--- src/rtl/full_adder4_pkg.sv ---
// Shared constants for the registered ripple-carry adder.
package full_adder4_pkg;

   localparam int unsigned FA4_WIDTH = 4;

endpackage : full_adder4_pkg

--- src/rtl/full_adder4_bit.sv ---
// One-bit full-adder cell; the building block of the ripple chain.
module full_adder_bit (
   input  logic a,
   input  logic b,
   input  logic c,
   output logic s,
   output logic co
);

   logic p;

   assign p  = a ^ b;
   assign s  = p ^ c;
   assign co = (a & b) | (c & p);

endmodule : full_adder_bit

--- src/rtl/full_adder4.sv ---
// Registered WIDTH-bit ripple-carry adder with carry-out, signed overflow
// and a one-cycle valid qualifier.
module full_adder4
   import full_adder4_pkg::*;
#(
   parameter int unsigned WIDTH = FA4_WIDTH
) (
   input  logic             clk,
   input  logic             rst,
   input  logic             in_valid,
   input  logic [WIDTH-1:0] ain,
   input  logic [WIDTH-1:0] bin,
   input  logic             cin,
   output logic             out_valid,
   output logic [WIDTH-1:0] sum,
   output logic             cout,
   output logic             ovf
);

   logic [WIDTH:0]   carry_c;
   logic [WIDTH-1:0] sum_c;
   logic             ovf_c;

   logic             out_valid_q, out_valid_d;
   logic [WIDTH-1:0] sum_q, sum_d;
   logic             cout_q, cout_d;
   logic             ovf_q, ovf_d;

   assign carry_c[0] = cin;

   for (genvar i = 0; i < WIDTH; i++) begin : g_cell
      full_adder_bit u_cell (
         .a  (ain[i]),
         .b  (bin[i]),
         .c  (carry_c[i]),
         .s  (sum_c[i]),
         .co (carry_c[i+1])
      );
   end

   // Signed overflow: carry into the MSB cell disagrees with carry out of it.
   assign ovf_c = carry_c[WIDTH] ^ carry_c[WIDTH-1];

   always_comb begin
      out_valid_d = in_valid;
      sum_d       = sum_q;
      cout_d      = cout_q;
      ovf_d       = ovf_q;
      if (in_valid) begin
         sum_d  = sum_c;
         cout_d = carry_c[WIDTH];
         ovf_d  = ovf_c;
      end
   end

   always_ff @(posedge clk or posedge rst) begin
      if (rst) begin
         out_valid_q <= 1'b0;
         sum_q       <= '0;
         cout_q      <= 1'b0;
         ovf_q       <= 1'b0;
      end else begin
         out_valid_q <= out_valid_d;
         sum_q       <= sum_d;
         cout_q      <= cout_d;
         ovf_q       <= ovf_d;
      end
   end

   assign out_valid = out_valid_q;
   assign sum       = sum_q;
   assign cout      = cout_q;
   assign ovf       = ovf_q;

endmodule : full_adder4

--- config.mk ---
export PLATFORM = sky130hd
export DESIGN_NAME = full_adder4
export DESIGN_NICKNAME = d
export VERILOG_FILES = /design/src/rtl/full_adder4_pkg.sv /design/src/rtl/full_adder4_bit.sv /design/src/rtl/full_adder4.sv
export SDC_FILE = /design/constraint.sdc
export NUM_CORES = 1
export LEC_CHECK = 0
export CELL_PAD_IN_SITES_DETAIL_PLACEMENT = 0
export CELL_PAD_IN_SITES_GLOBAL_PLACEMENT = 1
export CORE_UTILIZATION = 29
export CTS_CLUSTER_DIAMETER = 50
export CTS_CLUSTER_SIZE = 28
export DETAILED_ROUTE_END_ITERATION = 12
export GPL_ROUTABILITY_DRIVEN = 0
export PLACE_DENSITY_LB_ADDON = 0.1
export SYNTH_ARGS = -nofsm -noshare
export SYNTH_HDL_FRONTEND = slang
export SYNTH_SLANG_ARGS = --single-unit
export TNS_END_PERCENT = 100
--- constraint.sdc ---
create_clock -name clk -period 1.64 [get_ports clk]
set_clock_uncertainty 0.2 [all_clocks]
set_input_delay 0.246 -clock clk [delete_from_list [all_inputs] [get_ports clk]]
set_output_delay 0.246 -clock clk [all_outputs]
set_load 0.03 [all_outputs]
Word level (Yosys, flattened, before mapping)
Index checks and enable logic that the tools add are counted.
{ "totals": {"reg_bits": 7, "input_bits": 12, "output_inout_bits": 7, "word_cells": 25} }
{ "op_classes": {"n_bitwise": 21} }
{ "op_table": {"columns": ["op", "n"], "rows": [
  ["XOR 1 bit", 9],
  ["AND 1 bit", 8],
  ["OR 1 bit", 4]
]} }

Logic depth before layout (Yosys ltp)
{ "depth": {"word_depth": 10, "mapped_depth": 9, "depth_no_buf": 9} }

Modules after synthesis
From an unflattened synthesis, not the netlist that was laid out.
{ "unflattened": {"hier_cells": 21, "area_unflattened_um2": 362.8} }
{ "modules_own_cells": {"columns": ["mod", "n_inst", "cells_per_inst", "area_per_inst_um2", "seq_area_each_um2"], "rows": [
  ["full_adder4", 1, 17, 282.8, 175.2],
  ["full_adder_bit", 4, 1, 20.0, 0.0]
]} }

Worst setup path before layout
Ideal clock, no wire load.
{ "synth_path": {"kind": "input to register", "startpoint": "input ain[0]", "endpoint": "register ovf_q, in the netlist ovf", "setup_time_ns": 0.125, "arrival_ns": 1.850, "t_required_ns": 1.315, "path_slack_ns": -0.535, "path_stages": 9, "n_path_buf": 0, "cell_sequence": "fa_1 > inv_1 > fa_1 > inv_1 > fa_1 > inv_1 > fa_1 > xnor2_1 > mux2_4"} }
{ "synth_between": {"elab_chain_len": 10, "word_cells_on_any_way": 11, "cone_classes": "bitwise (11)"} }
{ "synth_lines": {"columns": ["item", "line", "text"], "rows": [
  ["start, declared", "full_adder4.sv:11", "input logic [WIDTH-1:0] ain,"],
  ["XOR 1 bit", "full_adder4_bit.sv:12", "assign p = a ^ b;"],
  ["AND 1 bit", "full_adder4_bit.sv:14", "assign co = (a & b) | (c & p);"],
  ["OR 1 bit (*)", "full_adder4_bit.sv:14", null],
  ["AND 1 bit (*)", "full_adder4_bit.sv:14", null],
  ["OR 1 bit (*)", "full_adder4_bit.sv:14", null],
  ["AND 1 bit (*)", "full_adder4_bit.sv:14", null],
  ["OR 1 bit (*)", "full_adder4_bit.sv:14", null],
  ["AND 1 bit", "full_adder4_bit.sv:14", null],
  ["OR 1 bit", "full_adder4_bit.sv:14", null],
  ["XOR 1 bit (*)", "full_adder4.sv:42", "assign ovf_c = carry_c[WIDTH] ^ carry_c[WIDTH-1];"],
  ["end signal, assigned", "full_adder4.sv:66", "ovf_q <= ovf_d;"],
  ["end, declared", "full_adder4.sv:27", "logic ovf_q, ovf_d;"]
]} }
Every way passes the cells marked *; elsewhere a longest branch is shown, timed or not.
A chain may end at the register's enable or synchronous reset.

Worst setup path in the final report
{ "layout_path": {"startpoint": "input bin[0]", "endpoint": "register ovf_q, in the netlist ovf"} }
{ "layout_between": {"elab_chain_len": 10, "word_cells_on_any_way": 11, "cone_classes": "bitwise (11)"} }
{ "layout_lines": {"columns": ["item", "line", "text"], "rows": [
  ["start, declared", "full_adder4.sv:12", "input logic [WIDTH-1:0] bin,"],
  ["XOR 1 bit", "full_adder4_bit.sv:12", null],
  ["AND 1 bit", "full_adder4_bit.sv:14", null],
  ["OR 1 bit (*)", "full_adder4_bit.sv:14", null],
  ["AND 1 bit (*)", "full_adder4_bit.sv:14", null],
  ["OR 1 bit (*)", "full_adder4_bit.sv:14", null],
  ["AND 1 bit (*)", "full_adder4_bit.sv:14", null],
  ["OR 1 bit (*)", "full_adder4_bit.sv:14", null],
  ["AND 1 bit", "full_adder4_bit.sv:14", null],
  ["OR 1 bit", "full_adder4_bit.sv:14", null],
  ["XOR 1 bit (*)", "full_adder4.sv:42", null]
]} }
Marked as above.

==> results.md <==
- Status: complete, but fails checks
- Failing checks: setup timing
- Final HPWL DP: between 500 and 600 um
- Setup-failing EPs final: 4
- CP top delay family: adder cells
- Post-Syn Area: around 380 um^2
- Final Net Count: roughly 70
- P_leak: approximately 0.31 nW
- Crit-path cells: buf_6 -> fa_2 -> inv_2 -> fa_2 -> inv_2 -> fa_2 -> inv_2 -> fa_2 -> xnor2_1 -> mux2_4
- Final wirelength: 710 um
- Reg2Reg Launch Point: sum[2]
- CTS buffer count: 3
- Std cell rows: 12
- Ant. Diodes: 0
- Slew HR: 77.6%
- CP max FO: 2
- Critical path endpoint category: register
- Critical Path AT: about 1900 ps
- CP Buf/Inv Count: 4
- Root buffer cell: clkbuf_4
- Core Footprint: around 1200 um^2
- Vias: 302
- Clock transition at path regs: about 50 ps
- Htree depth: 1
- Sequential Area: ~180 um^2
- Critical path depth in cells: 10
- Fin Setup TNS: -948 ps
- MaxCap Viol Count: 0
- Die Y: ~38 um
- Die Area: between 1000 and 1500 um^2
- CP required: approximately 1600 ps
- Initial core utilization: roughly a third
- Count of yosys warnings during synthesis: 0
- Unrepaired setup endpoints after global routing: true
- Final slew viol count: 0
- Commonest non-fill, non-tap cell in the layout: dlygate4sd2_1
- Clock Path Buffers: 2
- Cells after synthesis: 30
- Kind of critical path: input pin to register
- Clock latency on the worst-skew pair: 240 ps
- Clock Power Share: between 20 and 30%
- Largest net degree at the start of global routing: 8
- Most frequent cells in the layout: dlygate4sd2_1 (9), dfrtp_1 (7), clkdlybuf4s50_1 (6)
- Drt initial violations: 1
- Overall routing resource usage: 13.3%
- Clock Sink Count: 7
- Crit path from: bin[0]
- Final hold vios: 0
- Netlist cell types: 8
- Most common cell on crit path: fa_2
- Avg WL per Cell: a little over 10 um
- Mapped Nets: between 40 and 50
- Worst-Margin Slew: roughly 330 ps
- Grt ovf: 0
- IO Pins: 19
- Port Buffers: 18
- Flop2flop setup slack: 670 ps
- Synth area leader: dfrtp_1
- Vias in the first global route: approximately 290
- Routed Antenna Nets: 0
- Filler instances: between 100 and 150
- Startpoint types: input pin
- Final worst setup slack: -325 ps
- Crit path largest cell delay: about 370 ps
- Final Util: 54.8%
- R2R depth: 1
- Area grow syn2layout: 68.1%
- First-pass GRT wire length: 1.22 mm
- Drt pass-1 iters: 2
- Share of layout cells above drive strength 1: 40.0%
- Yosys top cell area share: between 40% and 50%
- Slowest-stage cell, CP: fa_2
- Sw Pwr: approximately 0.19 mW
- Net Sw Frac: 32.2%
- Die width: 38.0 um
- Initial antenna violation count: 0
- Total Power: ~0.60 mW
- CTS tree: yes
- Top post-synthesis cells by area: dfrtp_1 (47%), fa_1 (21%), mux2_4 (12%)
- Pwr/cell area: around 940 nW/um^2
- Syn avg cell area: about 13 um^2
- Register share of total power: 36.7%
- Drt drc: 0
- Period utilization: 120%
- Footprint of the multi-input gates: roughly 180 um^2
- Seq cells post-synth: 7
- Comb pwr share: between 30 and 40%
- Vias/cell: around 4.4
- Register area share after synthesis: between 40% and 50%
- Max VDD drop: 0.000326 V
- Cell-internal power: 0.403 mW
- Tmin final: 1970 ps
- Hold crit path type: input pin to asynchronous set/reset pin
- Fmax: between 0.5 and 0.6 GHz
-- cells in the mapped netlist --
library cell	n
a21oi_1	3
buf_6	1
dfrtp_1	7
fa_1	4
inv_1	8
mux2_4	3
nor2_1	3
xnor2_1	1
-- layout make-up --
class                      count  share of cell area, %
sequential                     7                   27.7
inverter                       8                   4.74
clock buffer                   4                   4.15
timing repair buffer          22                   32.6
tap                           14                   2.77
multi-input combinational     14                   28.1
-- power by group through the flow --
stage	combinational [mW]	sequential [mW]	clock, mW
global placement	0.232	0.220	0
detailed placement	0.236	0.221	0
CTS	0.225	0.218	0.161
floorplan	0.0715	0.280	0
global route	0.243	0.222	0.173
finish	0.224	0.218	0.153
-- through the flow --
| stage | hold slack (ps) | cells | worst slack (ps) | instance area (um^2) |
|---|---|---|---|---|
| 5_1_grt | 60.0 | 69 | -382 | 633 |
| 3_3_place_gp | 291 | 63 | -1000 | 588 |
| 6_report | 38.9 | 69 | -325 | 633 |
| 4_1_cts | 39.6 | 69 | -413 | 629 |
| 3_5_place_dp | 309 | 63 | -1030 | 588 |
| 2_1_floorplan | -151 | 30 | -458 | 387 |
-- kinds of logic after synthesis --
family | count (synthesis) | synth area share, %
XOR/XNOR | 1 | 2.33
adder cells (fa/ha/maj) | 4 | 21.3
buffers and inverters | 9 | 11.0
AND/OR/NAND/NOR | 3 | 2.99
AO/OA/AOI/OAI | 3 | 3.99
multiplexers | 3 | 12.0
flip-flops | 7 | 46.5
-- flip-flops by register name, indices dropped and copies added (netlist names) --
name / count
sum: 4
cout: 1
out_valid: 1
ovf: 1
-- metal layers --
metal	wire (um)	global-route usage, %	vias to the layer above	share of wire [%]
li1	-	-	139	-
met2	366	19.9	10	52
met1	282	15.6	151	40
met5	0	0	-	0
met3	55	4.07	2	7.7
met4	6	10.7	0	0.85
-- worst paths after layout --
path,to
worst min-delay path,ovf
max in group asynchronous,sum[0]
worst max-delay path,ovf
worst min register to register,sum[0]
min in group clk,sum[0]
worst max register to register,sum[2]
-- what timing repair did --
item,CTS,global route
setup endpoints to repair,12,4
resized for setup,26,1
pin swaps,7,5
setup buffers,2,0
hold buffers,0,0
No activity file was read; power rests on OpenSTA's default activity.
